--- config.mk ---
export PLATFORM = sky130hd
export DESIGN_NAME = mu0_control_unit
export DESIGN_NICKNAME = d
export VERILOG_FILES = /design/src/rtl/mu0_control_unit.sv
export SDC_FILE = /design/constraint.sdc
export NUM_CORES = 1
export LEC_CHECK = 0
export BUFFER_PORTS_ARGS = -buffer_cell sky130_fd_sc_hd__buf_2
export CAP_MARGIN = 20
export CORE_ASPECT_RATIO = 0.6
export CORE_UTILIZATION = 40
export CTS_CLUSTER_DIAMETER = 60
export DETAILED_ROUTE_END_ITERATION = 8
export HOLD_SLACK_MARGIN = 0.08
export PLACE_DENSITY = 0.7
export SLEW_MARGIN = 20
export SYNTH_ARGS = -nofsm -noshare
export SYNTH_HDL_FRONTEND = slang
export SYNTH_SLANG_ARGS = --single-unit
--- constraint.sdc ---
create_clock -name Clk -period 2.8 [get_ports Clk]
set_clock_uncertainty 0.15 [all_clocks]
set_input_delay 0.28 -clock Clk [delete_from_list [all_inputs] [get_ports Clk]]
set_output_delay 0.28 -clock Clk [all_outputs]
set_load 0.01 [all_outputs]
--- src/rtl/mu0_control_unit.sv ---
// ============================================================================
// mu0_control_unit : MU0 fetch/execute sequencer with wait states, watchdog,
//                    halt and retired-instruction counter.   Rev 1.0
// ============================================================================
`default_nettype none

module mu0_control_unit #(
  parameter int COUNT_W    = 16,
  parameter int WAIT_LIMIT = 15
) (
  input  logic               Clk,
  input  logic               Reset,
  input  logic [3:0]         F,
  input  logic               N,
  input  logic               Z,
  input  logic               Mem_Ready,
  output logic               X_sel,
  output logic               Y_sel,
  output logic               Addr_sel,
  output logic               PC_En,
  output logic               IR_En,
  output logic               Acc_En,
  output logic [1:0]         M,
  output logic               Rd,
  output logic               Wr,
  output logic               Halted,
  output logic               Bus_Err,
  output logic [COUNT_W-1:0] Instr_Count
);

  typedef enum logic [1:0] {
    S_FETCH = 2'd0,
    S_EXEC  = 2'd1,
    S_HALT  = 2'd2
  } state_t;

  localparam logic [7:0] WAIT_MAX = 8'(WAIT_LIMIT);

  state_t               state_q, state_d;
  logic [7:0]           wait_q, wait_d;
  logic                 bus_err_q, bus_err_d;
  logic [COUNT_W-1:0]   count_q, count_d;

  logic                 w_access;
  logic                 w_pc_en, w_ir_en, w_acc_en, w_rd, w_wr;

  always_ff @(posedge Clk) begin
    if (Reset) begin
      state_q   <= S_FETCH;
      wait_q    <= 8'd0;
      bus_err_q <= 1'b0;
      count_q   <= '0;
    end else begin
      state_q   <= state_d;
      wait_q    <= wait_d;
      bus_err_q <= bus_err_d;
      count_q   <= count_d;
    end
  end

  always_comb begin
    X_sel     = 1'b0;
    Y_sel     = 1'b0;
    Addr_sel  = 1'b0;
    M         = 2'b00;
    Halted    = 1'b0;
    w_pc_en   = 1'b0;
    w_ir_en   = 1'b0;
    w_acc_en  = 1'b0;
    w_rd      = 1'b0;
    w_wr      = 1'b0;
    w_access  = 1'b0;
    state_d   = state_q;
    wait_d    = wait_q;
    bus_err_d = bus_err_q;
    count_d   = count_q;

    case (state_q)
      S_FETCH: begin
        w_access = 1'b1;
        w_rd     = 1'b1;
        X_sel    = 1'b1;
        M        = 2'b10;
        w_ir_en  = Mem_Ready;
        w_pc_en  = Mem_Ready;
      end
      S_EXEC: begin
        if (F[3:2] == 2'b00) begin
          w_access = 1'b1;
          Addr_sel = 1'b1;
          case (F[1:0])
            2'd0: begin
              w_rd     = 1'b1;
              w_acc_en = Mem_Ready;
            end
            2'd1: w_wr = 1'b1;
            2'd2: begin
              w_rd     = 1'b1;
              M        = 2'b01;
              w_acc_en = Mem_Ready;
            end
            default: begin
              w_rd     = 1'b1;
              M        = 2'b11;
              w_acc_en = Mem_Ready;
            end
          endcase
        end else begin
          // Single-cycle opcodes retire unconditionally, taken jump or not.
          case (F)
            4'h4: begin
              Y_sel   = 1'b1;
              w_pc_en = 1'b1;
            end
            4'h5: begin
              Y_sel   = 1'b1;
              w_pc_en = ~N;
            end
            4'h6: begin
              Y_sel   = 1'b1;
              w_pc_en = ~Z;
            end
            default: ;
          endcase
          state_d = (F == 4'h7) ? S_HALT : S_FETCH;
          wait_d  = 8'd0;
          count_d = count_q + 1'b1;
        end
      end
      S_HALT:  Halted = 1'b1;
      default: state_d = S_FETCH;
    endcase

    // Completion wins over timeout when both land on the same cycle.
    if (w_access) begin
      if (Mem_Ready) begin
        wait_d = 8'd0;
        if (state_q == S_FETCH) begin
          state_d = S_EXEC;
        end else begin
          state_d = S_FETCH;
          count_d = count_q + 1'b1;
        end
      end else if (wait_q == WAIT_MAX) begin
        state_d   = S_HALT;
        bus_err_d = 1'b1;
        wait_d    = 8'd0;
      end else begin
        wait_d = wait_q + 8'd1;
      end
    end
  end

  assign PC_En       = w_pc_en  & ~Reset;
  assign IR_En       = w_ir_en  & ~Reset;
  assign Acc_En      = w_acc_en & ~Reset;
  assign Rd          = w_rd     & ~Reset;
  assign Wr          = w_wr     & ~Reset;
  assign Bus_Err     = bus_err_q;
  assign Instr_Count = count_q;

endmodule

`default_nettype wire

* Word level (Yosys, flattened, before mapping)
Cells that the tools add are included.
Word-level totals: register bits after elaboration 27, memory bits (read-only) 0, memory bits (writable) 0, word-level logic and storage cells 75, latch bits 0, memories 0, output and inout port bits 28
Cells by class: $mul 0, divide/modulo/power cells 0, order comparisons 0, reduce and logical (&&, ||, !) cells 9, bitwise gates (word level) 9, eq/ne operators 10, muxes and demuxes 41, shift-type cells 0, add/subtract/negate cells 2
Operators by type and width (number):
- $mux W16 | 5
- $mux W8 | 5
- $mux W1 | 18
- $add A16 B1 Y16 const B | 1
- $eq A4 B3 Y1 const B | 4
- $mux W2 | 6
- $pmux W2 S2 | 3
- $add A8 B1 Y8 const B | 1
- $eq A8 B4 Y1 const B | 1
- $logic_not A2 Y1 | 3
- $pmux W1 S2 | 3
- $and A1 B1 Y1 | 5
- $eq A2 B1 Y1 const B | 2
- $eq A2 B2 Y1 const B | 2
- $not A1 Y1 | 4
- $reduce_or A2 Y1 | 2
- $pmux W1 S3 | 1
- $reduce_and A3 Y1 | 1
- $reduce_or A3 Y1 | 1
- $ne A2 B2 Y1 const B | 1
- $reduce_and A2 Y1 | 1
- $reduce_bool A2 Y1 | 1

* Logic depth before layout (Yosys ltp)
depth in word-level cells 7, mapped depth 7, gate-level depth less buffers 5

* Worst setup path after synthesis
No wires, ideal clock.
path kind reg2out, from register state_q[1], to output port Rd, setup slack 0.560 ns, arrival time 1.810 ns, data required time 2.370 ns, cell stages (with the launch flop) 6, buffers on the path 1, path through dfxtp_1 > buf_4 > and2b_2 > nor3b_1 > nand2_1 > a211oi_1
On the way: word-level cells in the longest chain between the ends 3, elaborated cells on any way between the ends 4, classes of those cells eq/ne: 1; mux: 1; bitwise: 1; reduce/logical: 1
Ends and longest elaborated chain:
- start, declared | line 39 | state_t state_q, state_d;
- start signal, assigned | line 54 | state_q <= state_d;
- $eq A2 B1 Y1 / $logic_not A2 Y1 (equally long branches) | line 78 | case (state_q)
- $pmux W1 S2 (*) | line 78
- $and A1 B1 Y1 (*) | line 157 | assign Rd = w_rd & ~Reset;
- end, declared | line 24 | output logic Rd,
Mark *: on every way between the ends. The rest lies on a longest branch, timed or not.

* Worst setup path after layout
from register state_q[0], to output port Rd
The elaborated chain is that of the path after synthesis.

==> summary.md <==
| Metric | Value |
|---|---|
| Status | finished clean |
| Worst setup EP type | primary output |
| Power per cell area | roughly 410 nW/um^2 |
| Initial antenna violation count | 0 |
| Final setup fails | 0 |
| Num ports | 37 |
| Most frequent cell after synthesis | dfxtp_1 |
| Antenna cells | 0 |
| Final period util | 81.5% |
| Clock sinks | 27 |
| Final Max Slew Viols | 0 |
| Clock Latency Late Sink | between 200 and 300 ps |
| Post-synthesis compound-gate area fraction | between 10% and 20% |
| Worst-path fanout max | 9 |
| Initial cell density of the core | between 40% and 50% |
| Mean Syn Cell Area | roughly 8.5 sq um |
| Yosys warns | 0 |
| Fin nets | 213 |
| Largest family of logic cells by synthesized area | simple AND/OR/NAND/NOR gates |
| Mapped Cells | 168 |
| Routability congestion estimate | about 0.78 |
| Total gr overflow | 0 |
| Worst-path clk slew | approximately 90 ps |
| Post-CTS Setup Bufs | 0 |
| Fin util | 50.0% |
| Hold WC Path Type | in2reg |
| Mux cell area share after synthesis | 1.40% |
| Slew margin rel. | about 50% |
| Die Width | 79.3 um |
| Hold Slack | approximately 260 ps |
| Global-route wire length before repair | around 5300 um |
| Yosys reg bits | 27 |
| DP Wirelength | between 2000 and 2500 um |
| Port Buf Inserts | 36 |
| Largest net degree at the start of global routing | 31 |
| Htree depth | 1 |
| Routed Wire Length | 3170 um |
| Pre-CTS setup slack | 694 ps |
| Initial DRT Pass Iterations | 4 |
| Clock Tree Buf Depth | 2 |
| Area delta synth->final | 16.7% |
| Netlist cell types | 43 |
| Row count | 16 |
| Chip height | around 48 um |
| Post-DR wirelength/cell | around 13 um |
| Critical path class | reg2out |
| Dpl cell area | 1630 sq um |
| CP required | 2370 ps |
| Ys flop type | dfxtp_1 |
| Core area | about 3300 sq um |
| Top cells by count, synth | dfxtp_1 (27), nor2_1 (19), a21oi_1 (14) |
| Share of layout cells above drive strength 1 | 23.4% |
| Syn_nets | about 180 |
| Fraction of the mapped netlist area in adder cells | 1.75% |
| Worst EP arrival | approximately 1900 ps |
| Post-cts resize count | 0 |
| Synth Area in Simple Gates | 31.5% |
| Die area | between 3000 and 4000 sq um |
| Setup TNS Final | 0 ps |
| Fmax | about 440 MHz |
| Antenna viol nets, final | 0 |
| Design area | approximately 1700 sq um |
| Worst Tran Pin Value | about 730 ps |
| Xor/xnor share of the synthesized area | 6.11% |
| Max Cap Violations | 0 |
| Startpoint types | flip-flop |
| Sequential area share after synthesis | roughly 38% |
| Initial drt markers | between 50 and 60 |
| Hold Buf Count CTS | 0 |
| RSZ-0062 raised after global routing | false |
| Fin. Hold Viols | 0 |
| Area contributors post-synth | dfxtp_1 (38%), xor2_1 (5.5%), nor2_1 (5.0%), a21oi_1 (4.9%), nand4_1 (3.5%) |
| Setup ws final | slightly above 500 ps |
| Async S/R FF share, synth | 0% |
| Tmin final | roughly 2300 ps |
| Vias | ~1.3k |
| Cell area after synthesis | between 1000 and 1500 sq um |
| Peak VDD IR | around 0.19 mV |
| Post-synth top area share | between 30% and 40% |
| TritonCTS clock tree | built |
| Synth area leader | dfxtp_1 |
| Leakage power | around 0.00066 uW |
| Post-synth EDFFs | 0 |
| Number of vias per cell | between 5 and 6 |
| DR DRC count | 0 |
| Num CTS Buffers | 3 |
| Total track usage | around 18% |
| Number of global-route vias before repair | roughly 1.1k |
| Root buffer cell | clkbuf_8 |
## cells by family (layout without fill, tap and decap cells)
family	Yosys count	in the layout
simple gates	80	80
fa+ha+maj	2	2
xor+xnor	10	10
mux	2	2
flops	27	27
compound gates	35	35
buf+inv	12	45
## registers in the layout (all words and copies together) (netlist names)
signal / count
Instr_Count: 16
wait_q: 8
state_q: 2
Bus_Err: 1
## where the power goes
group | total [uW] | switching, uW | leakage (uW) | internal (uW)
logic | 63.3 | 37.2 | 0.000423 | 26.1
clock network | 221 | 119 | 0.0000228 | 102
registers | 394 | 6.27 | 0.000218 | 388
## per-stage QoR
step / std cells / total power (uW)
2_1_floorplan: 168 / 444
3_3_place_gp: 242 / 466
3_5_place_dp: 242 / 467
4_1_cts: 246 / 685
5_1_grt: 246 / 714
6_report: 246 / 679
## layout make-up
cell class                 instances  area (sq um)
clock buffer                       4          45.0
multi-input combinational        129           825
sequential                        27           541
inverter                           3          11.3
tap                               45          56.3
fill                             330          1670
timing repair buffer              38           195
## critical path, cell delays in order, from the launching register on
cell and delay, ps:
dfxtp_1 500, and2b_2 280, nor3b_1 200, buf_4 170
nand2_1 70, a211oi_1 210, buf_2 160
## metal layers
| metal | vias up | part of all wire (%) | GRT usage (%) |
|---|---|---|---|
| li1 | 685 | - | - |
| met1 | 611 | 54 | 27.3 |
| met2 | 34 | 39 | 25.1 |
| met3 | 2 | 6.2 | 4.91 |
| met4 | 0 | 0.13 | 0.909 |
| met5 | - | 0 | 0 |
## layout by cell type (no fill, tap or decap), types with 4 or more instances in the layout
master	n
o21ai_0	4
and2_1	5
dfxtp_1	27
nand4_1	8
buf_2	36
nand3_1	9
xor2_1	9
o31ai_1	6
a21oi_1	14
nor2_1	19
nand2_1	7
or4_1	6
## final timing paths
| kind | start | end | slack (ps) | cells after the start |
|---|---|---|---|---|
| worst max-delay path | state_q[0]$_SDFF_PP0_ | Rd | 520 | 6 |
| worst min-delay path | F[1] | state_q[1]$_SDFF_PP0_ | 260 | 3 |
| worst max register to register | wait_q[0]$_SDFFE_PP0P_ | wait_q[5]$_SDFFE_PP0P_ | 670 | 5 |
| worst min register to register | Bus_Err$_SDFFE_PP0P_ | Bus_Err$_SDFFE_PP0P_ | 300 | 2 |
Note: power is estimated with default switching activity, not from simulation.
